**src/rtl/rv32_debug_host.sv**
```systemverilog
// Debug-side master for RV32core: takes run/halt/step/dump commands from a host,
// drives the core debug port and streams dumped debug words out on a valid/ready port.
module rv32_debug_host #(
  parameter int ADDR_W   = 7,
  parameter int DATA_W   = 32,
  parameter int SETTLE   = 1,
  parameter int STEP_GAP = 2
) (
  input  logic              clk,
  input  logic              rst,
  input  logic              cmd_valid,
  output logic              cmd_ready,
  input  logic [1:0]        cmd_op,
  input  logic [ADDR_W-1:0] cmd_arg,
  output logic              cmd_err,
  output logic              debug_en,
  output logic              debug_step,
  output logic [ADDR_W-1:0] debug_addr,
  input  logic [DATA_W-1:0] debug_data,
  output logic              out_valid,
  input  logic              out_ready,
  output logic [ADDR_W-1:0] out_addr,
  output logic [DATA_W-1:0] out_data,
  output logic              out_last,
  output logic              halted,
  output logic              busy
);

  localparam logic [1:0] OP_RUN  = 2'b00;
  localparam logic [1:0] OP_HALT = 2'b01;
  localparam logic [1:0] OP_STEP = 2'b10;
  localparam logic [1:0] OP_DUMP = 2'b11;

  localparam logic [3:0] SETTLE_LAST = 4'(SETTLE - 1);
  localparam logic [3:0] GAP_LAST    = (STEP_GAP > 0) ? 4'(STEP_GAP - 1) : 4'd0;

  typedef enum logic [2:0] {
    S_RUN,
    S_HALTED,
    S_STEP_PULSE,
    S_STEP_GAP,
    S_DUMP_SETTLE,
    S_DUMP_OUT
  } state_t;

  state_t state, state_nxt;

  logic [ADDR_W-1:0] step_cnt;
  logic [ADDR_W-1:0] last_idx;
  logic [3:0]        gap_cnt;
  logic [3:0]        settle_cnt;
  logic              ret_halted;

  logic cmd_acc;
  logic step_done;
  logic gap_done;
  logic settle_done;
  logic step_adv;
  logic beat_hs;

  assign cmd_acc     = cmd_valid && cmd_ready;
  assign step_done   = (step_cnt == '0);
  assign gap_done    = (gap_cnt == GAP_LAST);
  assign settle_done = (settle_cnt == SETTLE_LAST);
  assign beat_hs     = (state == S_DUMP_OUT) && out_ready;
  assign halted      = debug_en;

  // A step finishes its gap (or its pulse, when there is no gap) and more steps remain
  assign step_adv = !step_done &&
                    (((state == S_STEP_GAP) && gap_done) ||
                     ((state == S_STEP_PULSE) && (STEP_GAP == 0)));

  always_ff @(posedge clk or posedge rst) begin
    if (rst) state <= S_RUN;
    else     state <= state_nxt;
  end

  always_comb begin
    state_nxt = state;
    case (state)
      S_RUN: begin
        if (cmd_acc) begin
          if (cmd_op == OP_HALT)      state_nxt = S_HALTED;
          else if (cmd_op == OP_DUMP) state_nxt = S_DUMP_SETTLE;
        end
      end
      S_HALTED: begin
        if (cmd_acc) begin
          case (cmd_op)
            OP_RUN:  state_nxt = S_RUN;
            OP_STEP: state_nxt = S_STEP_PULSE;
            OP_DUMP: state_nxt = S_DUMP_SETTLE;
            default: state_nxt = S_HALTED;
          endcase
        end
      end
      S_STEP_PULSE: begin
        if (STEP_GAP != 0) state_nxt = S_STEP_GAP;
        else               state_nxt = step_done ? S_HALTED : S_STEP_PULSE;
      end
      S_STEP_GAP: begin
        if (gap_done) state_nxt = step_done ? S_HALTED : S_STEP_PULSE;
      end
      S_DUMP_SETTLE: begin
        if (settle_done) state_nxt = S_DUMP_OUT;
      end
      S_DUMP_OUT: begin
        if (out_ready) begin
          if (out_last) state_nxt = ret_halted ? S_HALTED : S_RUN;
          else          state_nxt = S_DUMP_SETTLE;
        end
      end
      default: state_nxt = S_RUN;
    endcase
  end

  always_comb begin
    cmd_ready  = 1'b0;
    debug_step = 1'b0;
    busy       = 1'b1;
    case (state)
      S_RUN, S_HALTED: begin
        cmd_ready = 1'b1;
        busy      = 1'b0;
      end
      S_STEP_PULSE: debug_step = 1'b1;
      default: ;
    endcase
  end

  // Command side: halt enable, illegal-command flag and step bookkeeping
  always_ff @(posedge clk or posedge rst) begin
    if (rst) begin
      debug_en <= 1'b0;
      cmd_err  <= 1'b0;
      step_cnt <= '0;
      gap_cnt  <= '0;
    end else begin
      cmd_err <= cmd_acc && (state == S_RUN) && (cmd_op == OP_STEP);
      if (cmd_acc && (cmd_op == OP_HALT))     debug_en <= 1'b1;
      else if (cmd_acc && (cmd_op == OP_RUN)) debug_en <= 1'b0;
      if (cmd_acc && (state == S_HALTED) && (cmd_op == OP_STEP)) step_cnt <= cmd_arg;
      else if (step_adv)                                          step_cnt <= step_cnt - 1'b1;
      if (state == S_STEP_GAP) gap_cnt <= gap_cnt + 1'b1;
      else                     gap_cnt <= '0;
    end
  end

  // Dump side: debug_addr doubles as the running dump index
  always_ff @(posedge clk or posedge rst) begin
    if (rst) begin
      debug_addr <= '0;
      last_idx   <= '0;
      ret_halted <= 1'b0;
      settle_cnt <= '0;
      out_valid  <= 1'b0;
      out_last   <= 1'b0;
      out_addr   <= '0;
      out_data   <= '0;
    end else begin
      if (cmd_acc && (cmd_op == OP_DUMP)) begin
        debug_addr <= '0;
        last_idx   <= cmd_arg;
        ret_halted <= (state == S_HALTED);
      end
      if (state == S_DUMP_SETTLE) settle_cnt <= settle_cnt + 1'b1;
      else                        settle_cnt <= '0;
      if ((state == S_DUMP_SETTLE) && settle_done) begin
        out_data  <= debug_data;
        out_addr  <= debug_addr;
        out_valid <= 1'b1;
        out_last  <= (debug_addr == last_idx);
      end
      if (beat_hs) begin
        out_valid <= 1'b0;
        out_last  <= 1'b0;
        if (!out_last) debug_addr <= debug_addr + 1'b1;
      end
    end
  end

endmodule

```
**config.mk**
```make
export PLATFORM = sky130hd
export DESIGN_NAME = rv32_debug_host
export DESIGN_NICKNAME = d
export VERILOG_FILES = /design/src/rtl/rv32_debug_host.sv
export SDC_FILE = /design/constraint.sdc
export NUM_CORES = 1
export LEC_CHECK = 0
export BUFFER_PORTS_ARGS = -buffer_cell sky130_fd_sc_hd__buf_2
export CAP_MARGIN = 20
export CORE_MARGIN = 2
export CORE_UTILIZATION = 40
export CTS_BUF_LIST = sky130_fd_sc_hd__clkbuf_4 sky130_fd_sc_hd__clkbuf_8
export CTS_CLUSTER_SIZE = 14
export DETAILED_ROUTE_END_ITERATION = 10
export PLACE_DENSITY = 0.64
export SLEW_MARGIN = 20
export SYNTH_ARGS = -nofsm -noshare
export SYNTH_HDL_FRONTEND = slang
export SYNTH_SLANG_ARGS = --single-unit
```
**constraint.sdc**
```tcl
create_clock -name clk -period 2.8 [get_ports clk]
set_input_delay 0.84 -clock clk [delete_from_list [all_inputs] [get_ports clk]]
set_output_delay 0.84 -clock clk [all_outputs]
set_load 0.005 [all_outputs]
```
### Word level (Yosys, flattened, before mapping)

Index checks and enable logic that the tools add are counted.
W data, S select, Z words.

* multiplexer cells: 28
* eq/ne operators: 16
* $add $sub $neg: 4
* reductions and logical operators: 22

Operators with widths (count)
* $mux W7: 5
* $mux W3: 8
* $pmux W3 S6: 1
* $logic_and A1 B1 Y1: 12
* $mux W1: 10
* $ne A2 B2 Y1 const B: 5
* $pmux W3 S3: 1
* $add A4 B1 Y4 const B: 2
* $mux W4: 2
* $add A7 B1 Y7 const B: 1
* $eq A7 B7 Y1: 1
* $logic_not A7 Y1: 1
* $sub A7 B1 Y7 const B: 1
* $eq A3 B2 Y1 const B: 2
* $eq A3 B3 Y1 const B: 2
* $reduce_and A6 Y1: 1
* $reduce_bool A2 Y1: 3
* $eq A2 B2 Y1 const B: 2
* $eq A4 B1 Y1 const B: 1
* $logic_not A4 Y1: 1
* $eq A3 B1 Y1 const B: 1
* $logic_not A3 Y1: 1
* $ne A3 B3 Y1 const B: 1
* $eq A2 B1 Y1 const B: 1
* 4 further kinds: 4

* word-level logic and storage cells: 83
* output and inout port bits: 54
* bits of input ports: 45
* register bits: 76

### Longest topological paths before layout

Gate-level depths: netlist of run 1.

* depth in word-level cells: 8
* depth in mapped cells: 7
* depth with buffers taken out: 6

### Least setup slack after synthesis of run 1

OpenSTA, ideal clock, no wires.

* kind: input to register
* start: in cmd_valid
* end: reg step_cnt[6]
* setup slack: 0.607 ns
* library setup time: 0.126 ns
* cell stages on the path: 5
* data arrival time: 2.067 ns
* data required time: 2.674 ns
* buffers on the path: 1
* cell sequence: or3b_2 > nor2b_1 > clkbuf_1 > mux2i_1 > a221o_1

* longest elaborated chain between the ends: 4
* elaborated cells between the ends (all ways): 5
* classes of those cells: mux (1); reduce/logical (4)

Ends and longest elaborated chain
* start, declared: line 11 `input logic cmd_valid,`
* $logic_and A1 B1 Y1 *: line 61 `assign cmd_acc = cmd_valid && cmd_ready;`
* $logic_and A1 B1 Y1 * (2 in a row): line 142 `if (cmd_acc && (state == S_HALTED) && (cmd_op == OP_STEP)) step_cnt <= cmd_arg;`
* $mux W7 or $reduce_bool A2 Y1 (tied branches)
* end signal, assigned: line 142
* end signal, assigned: line 143 `else if (step_adv) step_cnt <= step_cnt - 1'b1;`
* end, declared: line 48 `logic [ADDR_W-1:0] step_cnt;`

Mark *: on every way between the ends. The rest lies on a longest branch, timed or not.
A chain may end at the register's enable or synchronous reset.

### Final worst setup path of run 1

* start: reg state[2]
* end: reg out_last

* longest elaborated chain between the ends: 3
* elaborated cells between the ends (all ways): 6
* classes of those cells: eq/ne (2); mux (1); reduce/logical (3)

Ends and longest elaborated chain
* start, declared: line 46 `state_t state, state_nxt;`
* start signal, assigned: line 75 `else state <= state_nxt;`
* $eq A3 B3 Y1 (on tied branches): line 65, 168
* $logic_and A1 B1 Y1 (on tied branches): line 65, 168
* $mux W1 or $reduce_bool A2 Y1 (tied branches)
* end signal, assigned: line 172 `out_last <= (debug_addr == last_idx);`
* end, declared: line 24 `output logic out_last,`

Several ways; a longest one is shown, not always the timed one.

==> insert_results.sql, run 1 <==
INSERT INTO impl_metrics (metric_group, metric, value, unit) VALUES
('final_layout', 'fillCellCount', '774', ''),
('floorplanning', 'die_height', '98.8', 'microns'),
('yosys', 'synth_edf_count', '0', ''),
('grt', 'grt_pass1_wl', '12.3', 'mm'),
('worst_setup_path', 'logic_depth_of_the_worst_register_to_register_path', '5', ''),
('sta', 'final.period_utilization', '0.894', ''),
('power', 'ir_drop_worst_case_vdd', '0.342', 'mV'),
('clocking', 'ctsLongestPathBuffers', '2', ''),
('final_layout', 'final_antenna_diode_count', '0', ''),
('floorplanning', 'start_util', '0.412', ''),
('drt', 'detail_route.iter0.violations', '64', ''),
('worst_hold_path', 'hold-path-endpoint', 'settle_cnt[0]$_DFF_PP0_', ''),
('power', 'pwr-share-clk', '0.193', ''),
('power', 'power.net_switching', '0.00150', 'W'),
('floorplanning', 'fp.dieArea', '0.00975', 'sq mm'),
('drt', 'route.detailed.wl_per_inst', '15.0', 'microns'),
('yosys', 'ys_seq_elements', '76', ''),
('grt', 'grt.overflow.total', '0', ''),
('worst_setup_path', 'critical_path_fanouts_max', '44', ''),
('yosys', 'ys_warn_count', '0', ''),
('outcome', 'outcome', 'finished, final reports clean', ''),
('worst_setup_path', 'worst_r2r_endpoint', 'out_last$_DFFE_PP0P_', ''),
('clocking', 'tritoncts', 'yes', ''),
('worst_setup_path', 'endpoint_kind', 'flop', ''),
('yosys', 'syn-mean-instance-area', '13.1', 'sq um'),
('placement', 'detailed_place.area', '0.00419', 'sq mm'),
('power', 'internal_power', '0.00317', 'W'),
('worst_setup_path', 'cp_num_buf_inv', '1', ''),
('floorplanning', 'rows', '34', ''),
('clocking', 'cts.sinks', '76', ''),
('sta', 'timing.final.hold_violations', '0', ''),
('final_layout', 'layout_commonest_cell', 'sky130_fd_sc_hd__buf_2', ''),
('clocking', 'cts_htree_levels', '3', ''),
('yosys', 'ys_seq_area_frac', '0.530', ''),
('power', 'comb_power_share', '0.406', ''),
('sta', 'finalClockSkew', '0.0105', 'ns'),
('clocking', 'cts-root-buf', 'sky130_fd_sc_hd__clkbuf_8', ''),
('placement', 'port_buffers', '98', ''),
('yosys', 'postSynthNetCount', '326', ''),
('worst_setup_path', 'regToRegSetupSlack', '0.30', 'ns'),
('floorplanning', 'io_pins', '99', ''),
('clocking', 'post_cts.repair.setup_buffers', '0', ''),
('clocking', 'ctsHoldBuffers', '0', ''),
('floorplanning', 'coreArea', '0.00872', 'sq mm'),
('yosys', 'cell_area_after_technology_mapping', '0.00359', 'sq mm'),
('drt', 'viasPerCell', '5.04', ''),
('power', 'powerDensity', '1060', 'mW/mm^2'),
('worst_setup_path', 'required', '3.07', 'ns'),
('power', 'power.sequential.fraction', '0.401', ''),
('grt', 'track_usage', '0.157', ''),
('worst_setup_path', 'setup.worst_path.start_class', 'flop', ''),
('worst_setup_path', 'critPathTopFamily', 'simple AND/OR/NAND/NOR gates', ''),
('sta', 'finalSetupViolCount', '0', ''),
('grt', 'grt_pass1_vias', '2456', ''),
('clocking', 'worstSkewPairLatency', '0.34', 'ns'),
('yosys', 'synthDistinctLibCells', '47', ''),
('worst_setup_path', 'timing.critical_path.slowest_cell_delay', '0.69', 'ns'),
('grt', 'number_of_antenna_violations_at_the_first_check_in_global_routing', '0', ''),
('worst_setup_path', 'worst_ep_arrival_time', '2.78', 'ns'),
('sta', 'slew_headroom', '0.708', ''),
('sta', 'grt_setup_unrepaired', 'false', ''),
('sta', 'layout_min_cycle_time', '2.50', 'ns'),
('power', 'fin_total_pwr', '0.00466', 'W'),
('placement', 'placed_cell_count', '473', ''),
('worst_hold_path', 'min-delay-path-class', 'flop to flop', ''),
('drt', 'vias', '2459', ''),
('yosys', 'synth_xor_area_frac', '0.0341', ''),
('worst_setup_path', 'worstSetupPathType', 'flop to flop', ''),
('clocking', 'tritoncts.num_buffers', '9', ''),
('final_layout', 'layout.nets', '428', ''),
('sta', 'maxSlewViolCount', '0', '');
==> routing by layer <==
metal / GRT usage / vias to the layer above / wire length (microns)
li1: - / 1175 / -
met1: 0.229 / 1178 / 3610
met2: 0.231 / 95 / 3120
met3: 0.0348 / 11 / 491
met4: 0.0580 / 0 / 115
met5: 0 / - / 0
==> area by class of cell <==
class | instances | area [sq um] | area share
repair buffers | 105 | 568 | 0.129
clock buffers | 9 | 124 | 0.0281
multi-input cells | 172 | 1540 | 0.350
inverters | 12 | 45.0 | 0.0102
well taps | 108 | 135 | 0.0307
clock inverters | 6 | 87.6 | 0.0199
flip-flops and latches | 76 | 1900 | 0.432
==> power groups by stage <==
stage                     sequential [W]  clock, W  combinational (W)
after floorplan                  0.00184         0            0.00143
after global placement           0.00187         0            0.00189
after detailed placement         0.00189         0            0.00191
after CTS                        0.00187  0.000935            0.00192
after global routing             0.00194  0.000985            0.00209
final                            0.00187  0.000902            0.00189
==> how the worst max path moves through the flow <==
stage,endpoint,from
floorplan,cmd_err$_DFF_PP0_,rst
global placement,out_last$_DFFE_PP0P_,state[2]$_DFFE_PP0P_
detailed placement,out_last$_DFFE_PP0P_,state[2]$_DFFE_PP0P_
CTS,out_last$_DFFE_PP0P_,state[2]$_DFFE_PP0P_
global route,out_last$_DFFE_PP0P_,state[2]$_DFFE_PP0P_
finish,out_last$_DFFE_PP0P_,state[2]$_DFFE_PP0P_
==> state kept, by name (all words and copies together) (netlist names) <==
signal / cells
out_data: 32
debug_addr: 7
last_idx: 7
out_addr: 7
step_cnt: 7
gap_cnt: 4
settle_cnt: 4
state: 3
cmd_err: 1
debug_en: 1
out_last: 1
out_valid: 1
ret_halted: 1
==> kinds of logic after synthesis <==
| family | count (synthesis) |
|---|---|
| mux | 53 |
| simple gates | 68 |
| flops | 76 |
| fa+ha+maj | 7 |
| buf+inv | 26 |
| compound gates | 30 |
| xor+xnor | 14 |
==> worst reg2reg max path, delay by kind of cell (launching register included) <==
kind	cells	cell delay, ns
AND/OR/NAND/NOR	3	1.50
AO/OA/AOI/OAI	1	0.16
flip-flops	1	0.55
buffers and inverters	1	0.23
==> metrics by stage <==
stage / setup slack [ns] / hold slack [ns] / util
after floorplan: 0.0217 / 0.450 / -
after global placement: 0.406 / 0.467 / 0.480
after detailed placement: 0.363 / 0.481 / 0.480
after CTS: 0.328 / 0.492 / 0.505
after global routing: 0.253 / 0.508 / 0.505
final: 0.297 / 0.490 / 0.505
==> synth_stat cells, types with 4 or more instances <==
| library cell | count | share of area |
|---|---|---|
| sky130_fd_sc_hd__inv_1 | 12 | 0.013 |
| sky130_fd_sc_hd__mux2_2 | 16 | 0.050 |
| sky130_fd_sc_hd__o21ai_0 | 6 | 0.0084 |
| sky130_fd_sc_hd__xnor2_1 | 10 | 0.024 |
| sky130_fd_sc_hd__dfrtp_1 | 76 | 0.53 |
| sky130_fd_sc_hd__mux2_4 | 34 | 0.14 |
| sky130_fd_sc_hd__xor2_1 | 4 | 0.0098 |
| sky130_fd_sc_hd__nor3_1 | 10 | 0.014 |
| sky130_fd_sc_hd__nor2_1 | 20 | 0.021 |
| sky130_fd_sc_hd__buf_6 | 6 | 0.019 |
| sky130_fd_sc_hd__clkbuf_1 | 4 | 0.0042 |
| sky130_fd_sc_hd__ha_1 | 7 | 0.024 |
| sky130_fd_sc_hd__nand2_1 | 7 | 0.0073 |
| sky130_fd_sc_hd__a211oi_1 | 4 | 0.0084 |
| sky130_fd_sc_hd__nand3_1 | 8 | 0.011 |
No activity file was read; power rests on OpenSTA's default activity.
==> run 2, diff against run 1 <==
Settings changed: RECOVER_POWER set to 25.
==> insert_results.sql, run 2 (synthesized netlist as in run 1, its figures left out) <==
INSERT INTO impl_metrics (metric_group, metric, value, unit) VALUES
('clocking', 'postCtsResizedCells', '0', ''),
('power', 'comb_power_share', '0.406', ''),
('clocking', 'cts_htree_levels', '3', ''),
('power', 'powerDensity', '1060', 'mW/mm^2'),
('clocking', 'tritoncts.num_buffers', '9', ''),
('sta', 'slew_headroom', '-0.233', ''),
('final_layout', 'layout_common_cells', '98 x sky130_fd_sc_hd__buf_2, 76 x sky130_fd_sc_hd__dfrtp_1, 34 x sky130_fd_sc_hd__mux2_4, 20 x sky130_fd_sc_hd__nor2_1, 16 x sky130_fd_sc_hd__mux2_2', ''),
('sta', 'maxSlewViolCount', '77', ''),
('final_layout', 'layout_commonest_cell', 'sky130_fd_sc_hd__buf_2', ''),
('outcome', 'failed_checks', 'max-capacitance violations, max-slew violations', ''),
('floorplanning', 'start_util', '0.412', ''),
('outcome', 'outcome', 'finished, violations left', ''),
('final_layout', 'final_cell_area', '0.00439', 'sq mm'),
('clocking', 'post_cts.repair.setup_buffers', '0', ''),
('drt', 'viasPerCell', '5.08', ''),
('clocking', 'worstSkewPairLatency', '0.34', 'ns'),
('power', 'ir_drop_worst_case_vdd', '0.341', 'mV'),
('final_layout', 'synthToLayoutAreaGrowth', '22.1', '%'),
('worst_hold_path', 'min-delay-path-class', 'flop to flop', ''),
('grt', 'pin_count_of_the_biggest_net_entering_global_routing', '77', ''),
('drt', 'ant_nets', '0', ''),
('floorplanning', 'rows', '34', ''),
('worst_setup_path', 'logic_depth_of_the_worst_register_to_register_path', '5', ''),
('placement', 'port_buffers', '98', ''),
('placement', 'placed_cell_count', '473', ''),
('worst_setup_path', 'critical_path_fanouts_max', '44', ''),
('worst_setup_path', 'worst_ep_arrival_time', '2.78', 'ns'),
('grt', 'grt.overflow.total', '0', ''),
('floorplanning', 'coreArea', '0.00872', 'sq mm'),
('final_layout', 'layout.nets', '428', ''),
('final_layout', 'final_antenna_diode_count', '0', ''),
('power', 'power.net_switching', '0.00150', 'W'),
('floorplanning', 'io_pins', '99', ''),
('job', 'cap_violations', '1', ''),
('placement', 'place_congestion', '0.848', ''),
('worst_setup_path', 'critPathTopFamily', 'simple AND/OR/NAND/NOR gates', ''),
('drt', 'drtPass1Iterations', '4', ''),
('grt', 'number_of_antenna_violations_at_the_first_check_in_global_routing', '0', ''),
('power', 'internal_power', '0.00316', 'W'),
('power', 'fin_total_pwr', '0.00466', 'W'),
('final_layout', 'registers.top_by_ff_count', 'out_data', ''),
('worst_setup_path', 'critical_path.slowest_cell', 'sky130_fd_sc_hd__or4b_2', ''),
('worst_hold_path', 'hold_depth', '1', ''),
('final_layout', 'fillCellCount', '776', ''),
('final_layout', 'non_filler_instance_count_after_layout', '488', ''),
('sta', 'grt_setup_unrepaired', 'false', ''),
('drt', 'wirelength', '7.33', 'mm'),
('power', 'pwr-share-clk', '0.194', ''),
('clocking', 'clk_transition_reported_paths', '0.08', 'ns'),
('final_layout', 'largest_register_ffs', '32', ''),
('power', 'power.sequential.fraction', '0.401', ''),
('placement', 'post-place-ws', '0.363', 'ns'),
('worst_setup_path', 'timing.critical_path.slowest_cell_delay', '0.69', 'ns'),
('worst_setup_path', 'cp_num_cells', '5', ''),
('power', 'sw_frac', '0.321', ''),
('grt', 'grt_pass1_wl', '12.3', 'mm'),
('floorplanning', 'die_height', '98.8', 'microns'),
('clocking', 'ctsLongestPathBuffers', '2', ''),
('sta', 'finalSetupViolCount', '0', ''),
('worst_setup_path', 'cp_num_buf_inv', '1', ''),
('sta', 'finalWorstSetupSlack', '0.296', 'ns'),
('worst_setup_path', 'setup.worst_path.start_class', 'flop', ''),
('clocking', 'tritoncts', 'yes', ''),
('final_layout', 'drive_gt1_frac', '0.474', ''),
('sta', 'timing.final.hold_violations', '0', ''),
('floorplanning', 'fp.dieArea', '0.00975', 'sq mm'),
('placement', 'detailed_place.area', '0.00419', 'sq mm'),
('sta', 'final.period_utilization', '0.894', ''),
('worst_setup_path', 'endpoint_kind', 'flop', ''),
('sta', 'finalClockSkew', '0.0106', 'ns'),
('sta', 'fmaxAchievable', '0.399', 'GHz'),
('clocking', 'cts.sinks', '76', ''),
('drt', 'drc_errors', '0', ''),
('drt', 'detail_route.iter0.violations', '60', ''),
('grt', 'track_usage', '0.157', ''),
('floorplanning', 'die_w', '98.8', 'microns'),
('sta', 'tightestPinTransition', '1.85', 'ns'),
('clocking', 'ctsHoldBuffers', '0', ''),
('sta', 'layout_min_cycle_time', '2.50', 'ns'),
('worst_setup_path', 'required', '3.07', 'ns'),
('drt', 'route.detailed.wl_per_inst', '15.0', 'microns'),
('sta', 'fin_setup_tns', '0', 'ns'),
('clocking', 'cts-root-buf', 'sky130_fd_sc_hd__clkbuf_8', ''),
('placement', 'dp.final_hpwl', '5.11', 'mm'),
('worst_setup_path', 'worstSetupPathType', 'flop to flop', ''),
('drt', 'vias', '2477', ''),
('worst_setup_path', 'timing.critical_path.cells', 'or3b_4, or4b_2, buf_12, nor4_1, a32o_1', ''),
('power', 'p_leak', '2.20', 'nW'),
('grt', 'grt_pass1_vias', '2456', '');
## run 2: cell count changes in the layout (fill, tap and decap cells not counted)
cell / change
sky130_fd_sc_hd__buf_12: -1
sky130_fd_sc_hd__clkbuf_2: +1
## run 2: stage by stage
| stage | util | hold slack [ns] |
|---|---|---|
| 2_1_floorplan | - | 0.450 |
| 3_3_place_gp | 0.480 | 0.467 |
| 3_5_place_dp | 0.480 | 0.481 |
| 4_1_cts | 0.505 | 0.492 |
| 5_1_grt | 0.503 | 0.508 |
| 6_report | 0.503 | 0.490 |
## run 2: final cells by class
| type | count | area [sq um] | share of cell area |
|---|---|---|---|
| flip-flops and latches | 76 | 1900 | 0.434 |
| clock buffers | 9 | 124 | 0.0282 |
| inverters | 12 | 45.0 | 0.0103 |
| clock inverters | 6 | 87.6 | 0.0200 |
| repair buffers | 105 | 553 | 0.126 |
| well taps | 108 | 135 | 0.0308 |
| multi-input cells | 172 | 1540 | 0.351 |
## run 2: path summary, 6_finish.rpt
kind / from / to / slack (ns)
worst min-delay path: settle_cnt[0]$_DFF_PP0_ / settle_cnt[0]$_DFF_PP0_ / 0.49
worst max register to register: state[2]$_DFFE_PP0P_ / out_last$_DFFE_PP0P_ / 0.30
worst max-delay path: state[2]$_DFFE_PP0P_ / out_last$_DFFE_PP0P_ / 0.30
worst min register to register: settle_cnt[0]$_DFF_PP0_ / settle_cnt[0]$_DFF_PP0_ / 0.49
min in group asynchronous: rst / out_data[19]$_DFFE_PP0P_ / 1.11
max in group asynchronous: rst / last_idx[2]$_DFFE_PP0P_ / 0.56
## run 2: per-layer routing
layer	global-route usage	up-vias	routed length [microns]
met2	0.231	97	3170
met1	0.229	1192	3560
met3	0.0348	11	492
li1	-	1177	-
met4	0.0580	0	115
met5	0	-	0
## run 2: power by group through the flow
| stage | Combinational (W) | Clock, W | Sequential (W) |
|---|---|---|---|
| final | 0.00189 | 0.000902 | 0.00187 |
| after CTS | 0.00192 | 0.000935 | 0.00187 |
| after floorplan | 0.00143 | 0 | 0.00184 |
| after global routing | 0.00209 | 0.000985 | 0.00194 |
| after detailed placement | 0.00191 | 0 | 0.00189 |
| after global placement | 0.00189 | 0 | 0.00187 |
## run 2: worst register-to-register path, delay by kind of cell, from the launching register on
family,cells,cell delay [ns]
AOI/OAI and AO/OA,1,0.16
buffers and inverters,1,0.23
DFF,1,0.55
and+or+nand+nor,3,1.50
